===== config.mk =====
export PLATFORM = sky130hd
export DESIGN_NAME = uart_rx
export DESIGN_NICKNAME = d
export VERILOG_FILES = /design/src/rtl/uart_rx.sv
export SDC_FILE = /design/constraint.sdc
export NUM_CORES = 1
export LEC_CHECK = 0
export CAP_MARGIN = 20
export CORE_UTILIZATION = 59
export CTS_BUF_LIST = sky130_fd_sc_hd__clkbuf_8
export DETAILED_ROUTE_END_ITERATION = 10
export PLACE_DENSITY = 0.86
export RECOVER_POWER = 100
export REMOVE_ABC_BUFFERS = 1
export SYNTH_ARGS = -nofsm -noshare
export SYNTH_HDL_FRONTEND = slang
export SYNTH_SLANG_ARGS = --single-unit

===== constraint.sdc =====
create_clock -name clk -period 2.3 [get_ports clk]
set_input_delay 0.69 -clock clk [delete_from_list [all_inputs] [get_ports clk]]
set_output_delay 0.69 -clock clk [all_outputs]
set_load 0.05 [all_outputs]

===== src/rtl/uart_rx.sv =====
// UART receiver: 2-flop line synchronizer, NB_STOP-times oversampling, LSB-first framing with 1 stop bit.
// Define UART_RX_PARITY_EN to add the parity bit state and the o_parity_err output.
module uart_rx #(
  parameter int NB_DATA    = 8,
  parameter int NB_STOP    = 16,
  parameter int PARITY_ODD = 0
) (
  input  logic               clk,
  input  logic               i_rst_n,
  input  logic               i_tick,
  input  logic               i_rx,
  output logic [NB_DATA-1:0] o_data,
  output logic               o_rxdone,
`ifdef UART_RX_PARITY_EN
  output logic               o_parity_err,
`endif
  output logic               o_frame_err
);

  // Number of bits needed to hold value; never narrower than one bit.
  function automatic int clogb2(input int value);
    int width;
    int v;
    width = 0;
    v     = value;
    while (v > 0) begin
      width = width + 1;
      v     = v >> 1;
    end
    return (width < 1) ? 1 : width;
  endfunction

  localparam int TW = clogb2(NB_STOP - 1);
  localparam int BW = clogb2(NB_DATA - 1);

  localparam logic [TW-1:0] TICK_MID  = TW'(NB_STOP / 2 - 1);
  localparam logic [TW-1:0] TICK_LAST = TW'(NB_STOP - 1);
  localparam logic [BW-1:0] BIT_LAST  = BW'(NB_DATA - 1);

  if ((NB_STOP < 4) || (NB_STOP % 2 != 0) || (PARITY_ODD < 0) || (PARITY_ODD > 1)) begin : g_bad_params
    $error("uart_rx: NB_STOP must be even and >= 4, PARITY_ODD must be 0 or 1");
  end

`ifdef UART_RX_PARITY_EN
  typedef enum logic [4:0] {
    IDLE    = 5'b00001,
    START   = 5'b00010,
    RECEIVE = 5'b00100,
    PARITY  = 5'b01000,
    STOP    = 5'b10000
  } state_t;
`else
  typedef enum logic [3:0] {
    IDLE    = 4'b0001,
    START   = 4'b0010,
    RECEIVE = 4'b0100,
    STOP    = 4'b1000
  } state_t;
`endif

  state_t             state_q, state_d;
  logic [TW-1:0]      tick_q, tick_d;
  logic [BW-1:0]      bit_q, bit_d;
  logic [NB_DATA-1:0] shift_q, shift_d;
  logic [NB_DATA-1:0] data_d;
  logic               frame_err_d;
  logic               rxdone_d;
  logic               rx_meta, rx_s;
`ifdef UART_RX_PARITY_EN
  logic               par_q, par_d;
  logic               parity_err_d;
`endif

  // NOTE: the synchronizer resets to 1 (line idle) so that leaving reset
  // never looks like a falling start edge.
  always_ff @(posedge clk or negedge i_rst_n) begin
    if (!i_rst_n) begin
      rx_meta <= 1'b1;
      rx_s    <= 1'b1;
    end else begin
      rx_meta <= i_rx;
      rx_s    <= rx_meta;
    end
  end

  // NOTE: every register uses non-blocking assignment so all flops update
  // together from the values computed before the edge.
  always_ff @(posedge clk or negedge i_rst_n) begin
    if (!i_rst_n) begin
      state_q      <= IDLE;
      tick_q       <= '0;
      bit_q        <= '0;
      shift_q      <= '0;
      o_data       <= '0;
      o_rxdone     <= 1'b0;
      o_frame_err  <= 1'b0;
`ifdef UART_RX_PARITY_EN
      par_q        <= 1'b0;
      o_parity_err <= 1'b0;
`endif
    end else begin
      state_q      <= state_d;
      tick_q       <= tick_d;
      bit_q        <= bit_d;
      shift_q      <= shift_d;
      o_data       <= data_d;
      o_rxdone     <= rxdone_d;
      o_frame_err  <= frame_err_d;
`ifdef UART_RX_PARITY_EN
      par_q        <= par_d;
      o_parity_err <= parity_err_d;
`endif
    end
  end

  always_comb begin
    // NOTE: each output of this block gets a default first, so no path
    // leaves a variable unassigned and no latch is inferred.
    state_d      = state_q;
    tick_d       = tick_q;
    bit_d        = bit_q;
    shift_d      = shift_q;
    data_d       = o_data;
    frame_err_d  = o_frame_err;
    rxdone_d     = 1'b0;
`ifdef UART_RX_PARITY_EN
    par_d        = par_q;
    parity_err_d = o_parity_err;
`endif

    case (state_q)
      IDLE: begin
        if (!rx_s) begin
          state_d = START;
          tick_d  = '0;
        end
      end

      START: begin
        if (i_tick) begin
          if (tick_q == TICK_MID) begin
            if (!rx_s) begin
              state_d = RECEIVE;
              tick_d  = '0;
              bit_d   = '0;
            end else begin
              state_d = IDLE;
            end
          end else begin
            tick_d = tick_q + TW'(1);
          end
        end
      end

      RECEIVE: begin
        if (i_tick) begin
          if (tick_q == TICK_LAST) begin
            tick_d  = '0;
            shift_d = {rx_s, shift_q[NB_DATA-1:1]};
            if (bit_q == BIT_LAST) begin
`ifdef UART_RX_PARITY_EN
              state_d = PARITY;
`else
              state_d = STOP;
`endif
            end else begin
              bit_d = bit_q + BW'(1);
            end
          end else begin
            tick_d = tick_q + TW'(1);
          end
        end
      end

`ifdef UART_RX_PARITY_EN
      PARITY: begin
        if (i_tick) begin
          if (tick_q == TICK_LAST) begin
            par_d   = rx_s;
            tick_d  = '0;
            state_d = STOP;
          end else begin
            tick_d = tick_q + TW'(1);
          end
        end
      end
`endif

      STOP: begin
        if (i_tick) begin
          if (tick_q == TICK_LAST) begin
            // A bad stop bit still delivers the byte; only the error flag marks it.
            data_d      = shift_q;
            frame_err_d = ~rx_s;
            rxdone_d    = 1'b1;
`ifdef UART_RX_PARITY_EN
            parity_err_d = ((^shift_q) ^ par_q) != 1'(PARITY_ODD);
`endif
            tick_d  = '0;
            state_d = IDLE;
          end else begin
            tick_d = tick_q + TW'(1);
          end
        end
      end

      default: state_d = IDLE;
    endcase
  end

endmodule


Yosys cells after proc, flatten, opt, wreduce, memory -nomap -nowiden
Index checks and enable logic that the tools add are counted.
Widths: inputs -> output; s select.

storage, ports and cells
  bits of input ports = 4
  flip-flop bits (word level) = 31

cells by class
  reduce and logical (&&, ||, !) cells = 8
  muxes and demuxes = 26
  equality and inequality tests = 18
  bitwise gates (word level) = 1
  add/sub/neg operators = 2

operators by type and width
  kind                 count
  $mux 4               13
  $mux 3               7
  $ne 2x2->1 const B   10
  $pmux 4 s4           1
  $pmux 4 s3           1
  $reduce_and 3->1     3
  $eq 4x3->1 const B   2
  $eq 4x4->1 const B   2
  $reduce_and 8->1     1
  $reduce_and 7->1     1
  $pmux 3 s2           1
  $add 4x1->4 const B  1
  $eq 4x1->1 const B   1
  $eq 4x2->1 const B   1
  $add 3x1->3 const B  1
  $eq 3x3->1 const B   1
  $mux 1               3
  $reduce_bool 3->1    1
  $ne 2x1->1 const B   1
  $reduce_bool 2->1    1
  $reduce_or 2->1      1
  $not 1->1            1

Longest topological paths before layout
Gate-level depths: netlist of run 1.

  depth after elaboration = 5
  gate-level depth with buffers = 6
  gate-level depth less buffers = 6

Least setup slack after synthesis of run 1
OpenSTA, ideal clock, no wires.

  kind = input -> register
  from = input i_tick
  to = register o_data[0]
  arrival time = 1857 ps
  cell stages on the path = 5
  data required time = 2175 ps
  setup time = 125 ps
  path buffers = 1
  path slack = 318 ps
  path through = and3_1 -> buf_6 -> nand2_4 -> nor4_4 -> mux2_2

on the way
  longest elaborated chain between the ends = 1

RTL lines
  element                     line  RTL
  start, declared             10    input logic i_tick,
  $reduce_and 3->1 (no line)  --
  end signal, assigned        106   o_data <= data_d;
  end, declared               12    output logic [NB_DATA-1:0] o_data,

Every way passes these cells.
A chain may end at the register's enable or synchronous reset.

Worst setup path in the final report of run 1
  from = register o_data[4]
  to = output o_data[4]

No word-level cell between the ends.

==> results of run 1 <==
per-stage QoR:
| stage | std cells | setup slack [ns] | hold WS, ns | TNS (ns) |
|---|---|---|---|---|
| finish | 198 | 0.0808 | 0.355 | 0 |
| global route | 198 | 0.0479 | 0.358 | 0 |
| CTS | 198 | 0.139 | 0.357 | 0 |
| detailed placement | 190 | -0.0763 | 0.348 | -0.969 |
| global placement | 190 | -0.0389 | 0.349 | -0.541 |
| floorplan | 134 | 0.257 | 0.345 | 0 |
power groups by stage:
stage / Clock (mW) / Combinational (mW) / Sequential [mW]
4_1_cts: 0.565 / 0.372 / 0.676
3_5_place_dp: 0 / 0.364 / 0.686
6_report: 0.563 / 0.367 / 0.679
3_3_place_gp: 0 / 0.347 / 0.681
2_1_floorplan: 0 / 0.251 / 0.688
5_1_grt: 0.587 / 0.405 / 0.688
sequential cells by signal (all words and copies together), names as in the netlist:
name	count
bit_q	3
o_rxdone	1
shift_q	8
tick_q	4
rx_meta	1
rx_s	1
o_frame_err	1
o_data	8
state_q	4
how the worst min path moves through the flow:
stage,start,endpoint,slack [ns],cells after the start
after floorplan,rx_meta$_DFF_PN1_,rx_s$_DFF_PN1_,0.35,0
after global placement,rx_meta$_DFF_PN1_,rx_s$_DFF_PN1_,0.35,0
after detailed placement,rx_meta$_DFF_PN1_,rx_s$_DFF_PN1_,0.35,0
after CTS,rx_meta$_DFF_PN1_,rx_s$_DFF_PN1_,0.36,0
after global routing,rx_meta$_DFF_PN1_,rx_s$_DFF_PN1_,0.36,0
final,rx_meta$_DFF_PN1_,rx_s$_DFF_PN1_,0.36,0
cell families after synthesis:
group | count (synthesis)
buf+inv | 12
compound gates | 32
flops | 31
xor+xnor | 3
simple gates | 43
fa+ha+maj | 3
mux | 17
area by class of cell:
class,instances,area share [%]
Timing Repair Buffer,26,10.8
Sequential cell,31,39.6
Tap cell,30,1.91
Inverter,5,0.954
Clock buffer,6,4.20
Clock inverter,2,1.78
Multi-Input combinational cell,98,40.8
per-layer routing:
metal / wire length, microns / part of all wire (%) / vias up / track usage (%)
met1: 1500 / 43 / 643 / 32.8
li1: - / - / 595 / -
met4: 88 / 2.5 / 0 / 12.5
met5: 0 / 0 / - / 0
met2: 1720 / 49 / 47 / 43.8
met3: 190 / 5.4 / 13 / 9.56
placed cells by master (no fill, tap or decap), types with 3 or more instances in the layout:
cell type,instances
sky130_fd_sc_hd__a21oi_1,3
sky130_fd_sc_hd__a31oi_1,3
sky130_fd_sc_hd__and3_1,4
sky130_fd_sc_hd__buf_4,7
sky130_fd_sc_hd__clkbuf_1,3
sky130_fd_sc_hd__clkbuf_8,6
sky130_fd_sc_hd__clkdlybuf4s50_1,4
sky130_fd_sc_hd__dfrtp_1,28
sky130_fd_sc_hd__dfstp_2,3
sky130_fd_sc_hd__dlygate4sd3_1,9
sky130_fd_sc_hd__ha_1,3
sky130_fd_sc_hd__inv_1,5
sky130_fd_sc_hd__mux2_2,17
sky130_fd_sc_hd__nand2b_1,6
sky130_fd_sc_hd__nand3_1,3
sky130_fd_sc_hd__nor2_1,5
sky130_fd_sc_hd__o21ai_0,4
sky130_fd_sc_hd__o41ai_1,3
sky130_fd_sc_hd__or3b_2,5
sky130_fd_sc_hd__or4b_1,3
sky130_fd_sc_hd__xnor2_1,3
==> impl_metrics.json, run 1 <==
{
  "status": "complete, no violations",
  "ys_seq_area_share_pct": 47.1,
  "synthCells": 141,
  "synth.top_cell.area_share_pct": 42.3,
  "cts.root.buffer_cell": "sky130_fd_sc_hd__clkbuf_8",
  "post_cts_clock_slew_at_the_launch_and_capture_registers_of_the_worst_setup_and_hold_paths_ns": 0.07,
  "r2r_cells": 6,
  "cp_top_family": "buffers and inverters",
  "antenna_violations_before_repair": 0,
  "rsz0062_at_grt": "no",
  "detail_route.wirelength_mm": 3.50,
  "ys_seq_elements": 31,
  "slew_viol_final": 0,
  "critPathSlowestCell": "sky130_fd_sc_hd__dlygate4sd3_1",
  "syn_avg_cell_area_sq_um": 11.7,
  "worstSetupEndpoint": "o_data[4]",
  "crit_path_start": "o_data[4]$_DFFE_PN0P_",
  "number_of_global_route_vias_before_repair": 1256,
  "timing_worst_slew_pin_value_ns": 0.744,
  "switching_share_pct": 29.7,
  "power.share.clock_pct": 35.0,
  "p_seq_share_pct": 42.2,
  "synth.cell_area_sq_um": 1660,
  "synth_warnings": 0,
  "place.detailed.hpwl_mm": 2.40,
  "timing.critical_path.required_ns": 1.61,
  "ioPinCount": 14,
  "synth_to_final_area_change_pct": 18.7,
  "nFillCells": 186,
  "reg2reg_setup_slack_ns": 0.23,
  "leading_register_cell_type_out_of_synthesis": "sky130_fd_sc_hd__dfrtp_1",
  "grt_start_max_net_pins": 32,
  "initial_utilization_pct": 64.5,
  "synth_xor_area_share_pct": 1.59,
  "detailroute.via_count": 1298,
  "maxCapViolations": 0,
  "fin_area_sq_um": 1970,
  "gp_routability_congestion": 0.949,
  "min_period_ns": 2.22,
  "detailedRoute.firstPassIterationCount": 4,
  "post_synth_and_or_nand_nor_area_fraction_pct": 18.7,
  "placement.cell_area_sq_um": 1880,
  "synth_edf_count": 0,
  "io_buffers": 13,
  "final_core_util_pct": 76.6,
  "synth_top_family_by_area": "simple AND/OR/NAND/NOR gates",
  "irDropWorstVdd_uv": 729,
  "die_h_microns": 55.0,
  "clk-insertion-delay-late_ns": 0.29,
  "hp-class": "flip-flop to flip-flop",
  "combPwrFrac_pct": 22.8,
  "clockBufferDepth": 2,
  "combined_buffer_and_inverter_count_along_the_critical_path": 1,
  "die_area_sq_um": 3020,
  "critical_path.max_stage_delay_ns": 0.88,
  "nature_of_the_critical_path_endpoint": "output port",
  "cts_tree": "yes",
  "finalClockSkew_ns": 0.00771,
  "final_antenna_net_count": 0,
  "timing.critical_path.fanout_max": 2,
  "dr.first_iter.drc_count": 25,
  "total_design_power_mw": 1.61,
  "synth_compound_area_share_pct": 15.2,
  "h_tree_level_count": 2,
  "worst_r2r_startpoint": "bit_q[0]$_DFFE_PN0P_",
  "max_clock_freq_mhz": 451,
  "globalRouteTotalUtil_pct": 27.3,
  "setup_viol_count_final": 0,
  "synth_fa_ha_area_share_pct": 2.27,
  "timing.critical_path.cells": "dlygate4sd3_1",
  "timing_hold_violations_final": 0,
  "detail_route.vias_per_cell": 6.56,
  "total_clock_sinks": 31,
  "postCtsSetupRepairBufs": 0,
  "cts_inserted_buffers": 5,
  "synthMuxAreaShare_pct": 11.6,
  "core_area_sq_um": 2570,
  "power.leakage_nw": 0.905,
  "globalRoute.totalOverflow": 0,
  "r2r_end": "bit_q[1]$_DFFE_PN0P_",
  "diodes": 0,
  "yosys_cell_types": 50,
  "critical_path_arrival_ns": 1.53,
  "post-route-period-util_pct": 96.5,
  "post-synth-top-area-cell": "sky130_fd_sc_hd__dfrtp_1",
  "p_per_area_nw_per_um2": 818,
  "critical_path_depth": 1,
  "synth-async-reset-ratio_pct": 100,
  "crit_type": "flip-flop to output port",
  "die_width_microns": 55.0,
  "post_route_cells_drive_above_1_share_pct": 29.2,
  "net_count_of_the_finished_layout": 174,
  "num_rows": 18,
  "cell_internal_power_mw": 1.13,
  "max_slew_headroom_at_the_worst_pin_pct": 50.4,
  "grt_first_pass_wirelength_mm": 5.67,
  "avgRoutedWirePerCell_microns": 17.7,
  "register_area_sq_um": 779,
  "post-synth-top-count-cell": "sky130_fd_sc_hd__dfrtp_1",
  "total_switching_power_mw": 0.477,
  "post-route-drc-count": 0,
  "ys_top_cells_by_count": "sky130_fd_sc_hd__dfrtp_1 (28), sky130_fd_sc_hd__mux2_2 (17), sky130_fd_sc_hd__nand2b_1 (6)",
  "post_synth_main_area_contributors": "sky130_fd_sc_hd__dfrtp_1 (42%), sky130_fd_sc_hd__mux2_2 (12%), sky130_fd_sc_hd__dfstp_2 (4.8%)",
  "multiInputGateArea_sq_um": 802,
  "cp-start-kind": "flip-flop",
  "holdBufCountCts": 0,
  "cts_resized": 0
}
Power figures use the tool's default switching activity.
==> run 2: changes to the inputs <==
--- a/config.mk
+++ b/config.mk
@@ -5,7 +5,7 @@
 export SDC_FILE = /design/constraint.sdc
 export NUM_CORES = 1
 export LEC_CHECK = 0
-export CAP_MARGIN = 20
+export CAP_MARGIN = 10
 export CORE_UTILIZATION = 59
 export CTS_BUF_LIST = sky130_fd_sc_hd__clkbuf_8
 export DETAILED_ROUTE_END_ITERATION = 10
==> results of run 2 <==
Same layout as run 1: the final DEF is identical, and so are final timing and power.
==> run 3: changes to the inputs <==
--- a/config.mk
+++ b/config.mk
@@ -5,7 +5,8 @@
 export SDC_FILE = /design/constraint.sdc
 export NUM_CORES = 1
 export LEC_CHECK = 0
-export CAP_MARGIN = 10
+export CAP_MARGIN = 15
+export CORE_ASPECT_RATIO = 1.1
 export CORE_UTILIZATION = 59
 export CTS_BUF_LIST = sky130_fd_sc_hd__clkbuf_8
 export DETAILED_ROUTE_END_ITERATION = 10
==> run 3 against run 2 <==
Compared with the run above: worst hold slack better by 0.0037 ns; first-iteration DRC count rose by 150%; design area fell by 0.45%; sequential share of layout area is 0.18 points higher; global-route usage fell by 1.2 points; highest routed layer unchanged.
==> impl_metrics.json, run 3 (same netlist as run 1, synthesis figures left out) <==
{
  "post_cts_clock_slew_at_the_launch_and_capture_registers_of_the_worst_setup_and_hold_paths_ns": 0.06,
  "gp_routability_congestion": 0.874,
  "clk-insertion-delay-late_ns": 0.28,
  "timing_worst_slew_pin_value_ns": 0.759,
  "grt_start_max_net_pins": 32,
  "detailroute.via_count": 1245,
  "crit_type": "primary input to flip-flop",
  "post_route_cells_drive_above_1_share_pct": 28.7,
  "setup_viol_count_final": 0,
  "globalRouteTotalUtil_pct": 26.2,
  "h_tree_level_count": 2,
  "die_h_microns": 57.6,
  "irDropWorstVdd_uv": 899,
  "cp-start-kind": "primary input",
  "cell_internal_power_mw": 1.06,
  "maxCapViolations": 0,
  "place.detailed.hpwl_mm": 2.25,
  "worst_r2r_startpoint": "state_q[2]$_DFFE_PN0P_",
  "nFillCells": 171,
  "num_rows": 19,
  "number_of_global_route_vias_before_repair": 1243,
  "detail_route.wirelength_mm": 3.38,
  "max_slew_headroom_at_the_worst_pin_pct": 49.4,
  "max_clock_freq_mhz": 456,
  "timing.critical_path.fanout_max": 10,
  "nature_of_the_critical_path_endpoint": "flip-flop",
  "clockBufferDepth": 2,
  "biggestRegsByFlops": "o_data: 8 flops, shift_q: 8 flops",
  "rsz0062_at_grt": "no",
  "p_seq_share_pct": 44.5,
  "diodes": 0,
  "post-route-period-util_pct": 95.3,
  "finalClockSkew_ns": 0.00334,
  "holdBufCountCts": 0,
  "hp-class": "flip-flop to flip-flop",
  "dr.first_iter.drc_count": 62,
  "layout_common_cells": "sky130_fd_sc_hd__dfrtp_1 (28), sky130_fd_sc_hd__mux2_2 (17), sky130_fd_sc_hd__dlygate4sd3_1 (13)",
  "synth_to_final_area_change_pct": 18.2,
  "avgRoutedWirePerCell_microns": 17.3,
  "cts_tree": "yes",
  "die_area_sq_um": 3020,
  "crit_path_start": "i_tick",
  "cts.root.buffer_cell": "sky130_fd_sc_hd__clkbuf_8",
  "status": "complete, no violations",
  "r2r_cells": 4,
  "detailedRoute.firstPassIterationCount": 4,
  "cts_inserted_buffers": 5,
  "core_area_sq_um": 2590,
  "timing.critical_path.required_ns": 2.46,
  "globalRoute.totalOverflow": 0,
  "r2r_end": "tick_q[2]$_DFFE_PN0P_",
  "slew_viol_final": 0,
  "final_antenna_net_count": 0,
  "worstSetupEndpoint": "o_data[6]$_DFFE_PN0P_",
  "total_switching_power_mw": 0.468,
  "post-route-drc-count": 0,
  "setup_tns_ns": 0,
  "power.leakage_nw": 0.898,
  "antenna_violations_before_repair": 0,
  "switching_share_pct": 30.7,
  "critical_path_arrival_ns": 2.35,
  "ioPinCount": 14,
  "final_core_util_pct": 75.6,
  "die_width_microns": 52.5,
  "net_count_of_the_finished_layout": 170,
  "combPwrFrac_pct": 24.7,
  "postCtsSetupRepairBufs": 0,
  "io_buffers": 13,
  "initial_utilization_pct": 63.9,
  "timing_hold_violations_final": 0,
  "power.share.clock_pct": 30.8,
  "total_clock_sinks": 31,
  "detail_route.vias_per_cell": 6.38,
  "cts_resized": 0,
  "reg2reg_setup_slack_ns": 0.19,
  "layout_commonest_cell": "sky130_fd_sc_hd__dfrtp_1",
  "p_per_area_nw_per_um2": 778,
  "min_period_ns": 2.19,
  "grt_first_pass_wirelength_mm": 5.70
}
==> run 3: how the worst min path moves through the flow <==
stage | start | to | slack (ns) | depth (start not counted)
finish | rx_meta$_DFF_PN1_ | rx_s$_DFF_PN1_ | 0.36 | 0
global route | rx_meta$_DFF_PN1_ | rx_s$_DFF_PN1_ | 0.36 | 0
CTS | rx_meta$_DFF_PN1_ | rx_s$_DFF_PN1_ | 0.36 | 0
detailed placement | rx_meta$_DFF_PN1_ | rx_s$_DFF_PN1_ | 0.35 | 0
global placement | rx_meta$_DFF_PN1_ | rx_s$_DFF_PN1_ | 0.35 | 0
floorplan | rx_meta$_DFF_PN1_ | rx_s$_DFF_PN1_ | 0.35 | 0
==> run 3: final cells by class <==
class                           count  area [sq um]  area share [%]
Clock buffer                        7          96.3            4.92
Multi-Input combinational cell     98           813            41.5
Sequential cell                    31           779            39.8
Clock inverter                      1          7.51           0.383
Inverter                            5          18.8           0.958
Timing Repair Buffer               22           204            10.4
Tap cell                           31          38.8            1.98
==> run 3: per-stage QoR <==
step           cell area [sq um]  hold WS (ns)  cells  worst slack (ns)  total power [mW]
2_1_floorplan               1610         0.345    134             0.257             0.939
3_3_place_gp                1860         0.347    187           -0.0471              1.03
3_5_place_dp                1860         0.351    187           -0.0983              1.05
4_1_cts                     1970         0.360    195             0.171              1.53
5_1_grt                     1960         0.364    195            0.0572              1.60
6_report                    1960         0.359    195             0.109              1.52
==> run 3: per-layer routing <==
layer / track usage, % / up-vias / wire length (microns) / part of all wire (%)
li1: - / 582 / - / -
met1: 35.0 / 619 / 1500 / 45
met2: 41.8 / 37 / 1670 / 49
met3: 5.60 / 7 / 149 / 4.4
met4: 9.02 / 0 / 54 / 1.6
met5: 0 / - / 0 / 0
==> run 3: worst max-delay path, cell delays in order <==
cell,delay (ns)
sky130_fd_sc_hd__dlygate4sd3_1,0.55
sky130_fd_sc_hd__and3_1,0.24
sky130_fd_sc_hd__nand2_4,0.08
sky130_fd_sc_hd__nor4_4,0.20
sky130_fd_sc_hd__buf_4,0.23
sky130_fd_sc_hd__mux2_2,0.36
==> run 3: power groups by stage <==
stage,Sequential [mW],Combinational (mW),Clock [mW]
detailed placement,0.687,0.366,0
CTS,0.680,0.375,0.473
global placement,0.680,0.353,0
global route,0.692,0.408,0.500
floorplan,0.688,0.251,0
finish,0.679,0.376,0.469
==> variant: new RTL, flow settings as in run 1 <==
The 4 states of `state_t` get a Gray code encoding in 2 bits.
--- a/src/rtl/uart_rx.sv
+++ b/src/rtl/uart_rx.sv
@@ -50,11 +50,11 @@
     STOP    = 5'b10000
   } state_t;
 `else
-  typedef enum logic [3:0] {
-    IDLE    = 4'b0001,
-    START   = 4'b0010,
-    RECEIVE = 4'b0100,
-    STOP    = 4'b1000
+  typedef enum logic [1:0] {
+    IDLE    = 2'b00,
+    START   = 2'b01,
+    RECEIVE = 2'b11,
+    STOP    = 2'b10
   } state_t;
 `endif
 
Behaviour: no difference found for any inputs over 10 cycles, from zero or initial values and one cycle with i_rst_n low; not proved beyond that.
==> variant against run 1 <==
Worst setup slack got worse by 0.00085 ns; via count fell by 33%; sequential cell count down 2; cell area fell by 21%; area after synthesis is 22% lower; power down 11%; clock power shrank 27%; wire length is 29% lower; cell count shrank 25%; combinational power is 7.9% lower; critical path type unchanged; critical endpoint is now o_data[7].
==> variant: results (changes against run 1) <==
stage,metric,value,unit,change
pwr,swShare,32.0,%,+2.4 points
route,vias,873,,-33%
synth,synthCells,97,,-31%
pwr,powerClk,0.000412,W,-27%
pwr,total_power,0.00142,W,-11%
global_route,met2_usage,41.4,%,-2.3 points
status,status,"complete, no violations",,
timing,hold-worst-slack,0.356,ns,+0.000932 ns
place,dp_hpwl,1630,um,-32%
timing,slew-limit-headroom,53.5,%,+3.1 points
route,wl,2500,um,-29%
timing,fin_skew,0.00632,ns,-0.00139 ns
synth,yosys-top-cells-area,"dfrtp_1, mux2_2, mux2_4",,
route,wl_met2,1270,um,-26%
route,drtIter0Drc,10,,-60%
final_layout,drive_above_1_share,31.4,%,+2.2 points
critical_path,r2r-end,bit_q[0],,
global_route,use_met3,8.81,%,-0.76 points
final_layout,fin_nets,127,,-27%
pwr,powerSeq,0.000674,W,-0.7%
final_layout,top_regs,"o_data x8, shift_q x8, tick_q x4",,
final_layout,fillers,121,,-35%
place,gp_congestion,0.734,,-23%
timing,period_minus_slack,2.22,ns,+0.000852 ns
critical_path,worstSetupStartpoint,o_data[7],,
critical_path,rr_worst_depth,5,,-1
-- variant: changes by cell type after synthesis, moves of 3 or more --
cell / run 1 / this run
nor2_1: 5 / 1
nand2b_1: 6 / 0
or4b_1: 3 / 0
mux2_4: 0 / 4
or3b_2: 5 / 1
o41ai_1: 3 / 0
xnor2_1: 3 / 0
nand2_1: 1 / 4
-- variant: logic make-up after synthesis --
| kind of cell | Yosys count | synth area share, % |
|---|---|---|
| flip-flops | 29 | 56.6 |
| multiplexers | 21 | 19.5 |
| AND/OR/NAND/NOR | 20 | 9.63 |
| AO/OA/AOI/OAI | 15 | 8.17 |
| buffers and inverters | 8 | 2.53 |
| adder cells (fa/ha/maj) | 3 | 2.92 |
| XOR/XNOR | 1 | 0.681 |
-- variant: area by class of cell --
class                   count  area share, %
flip-flops and latches     29           46.6
multi-input cells          60           33.4
repair buffers             20           11.1
clock buffers               6           5.28
well taps                  27           2.16
inverters                   4          0.961
clock inverters             2          0.480
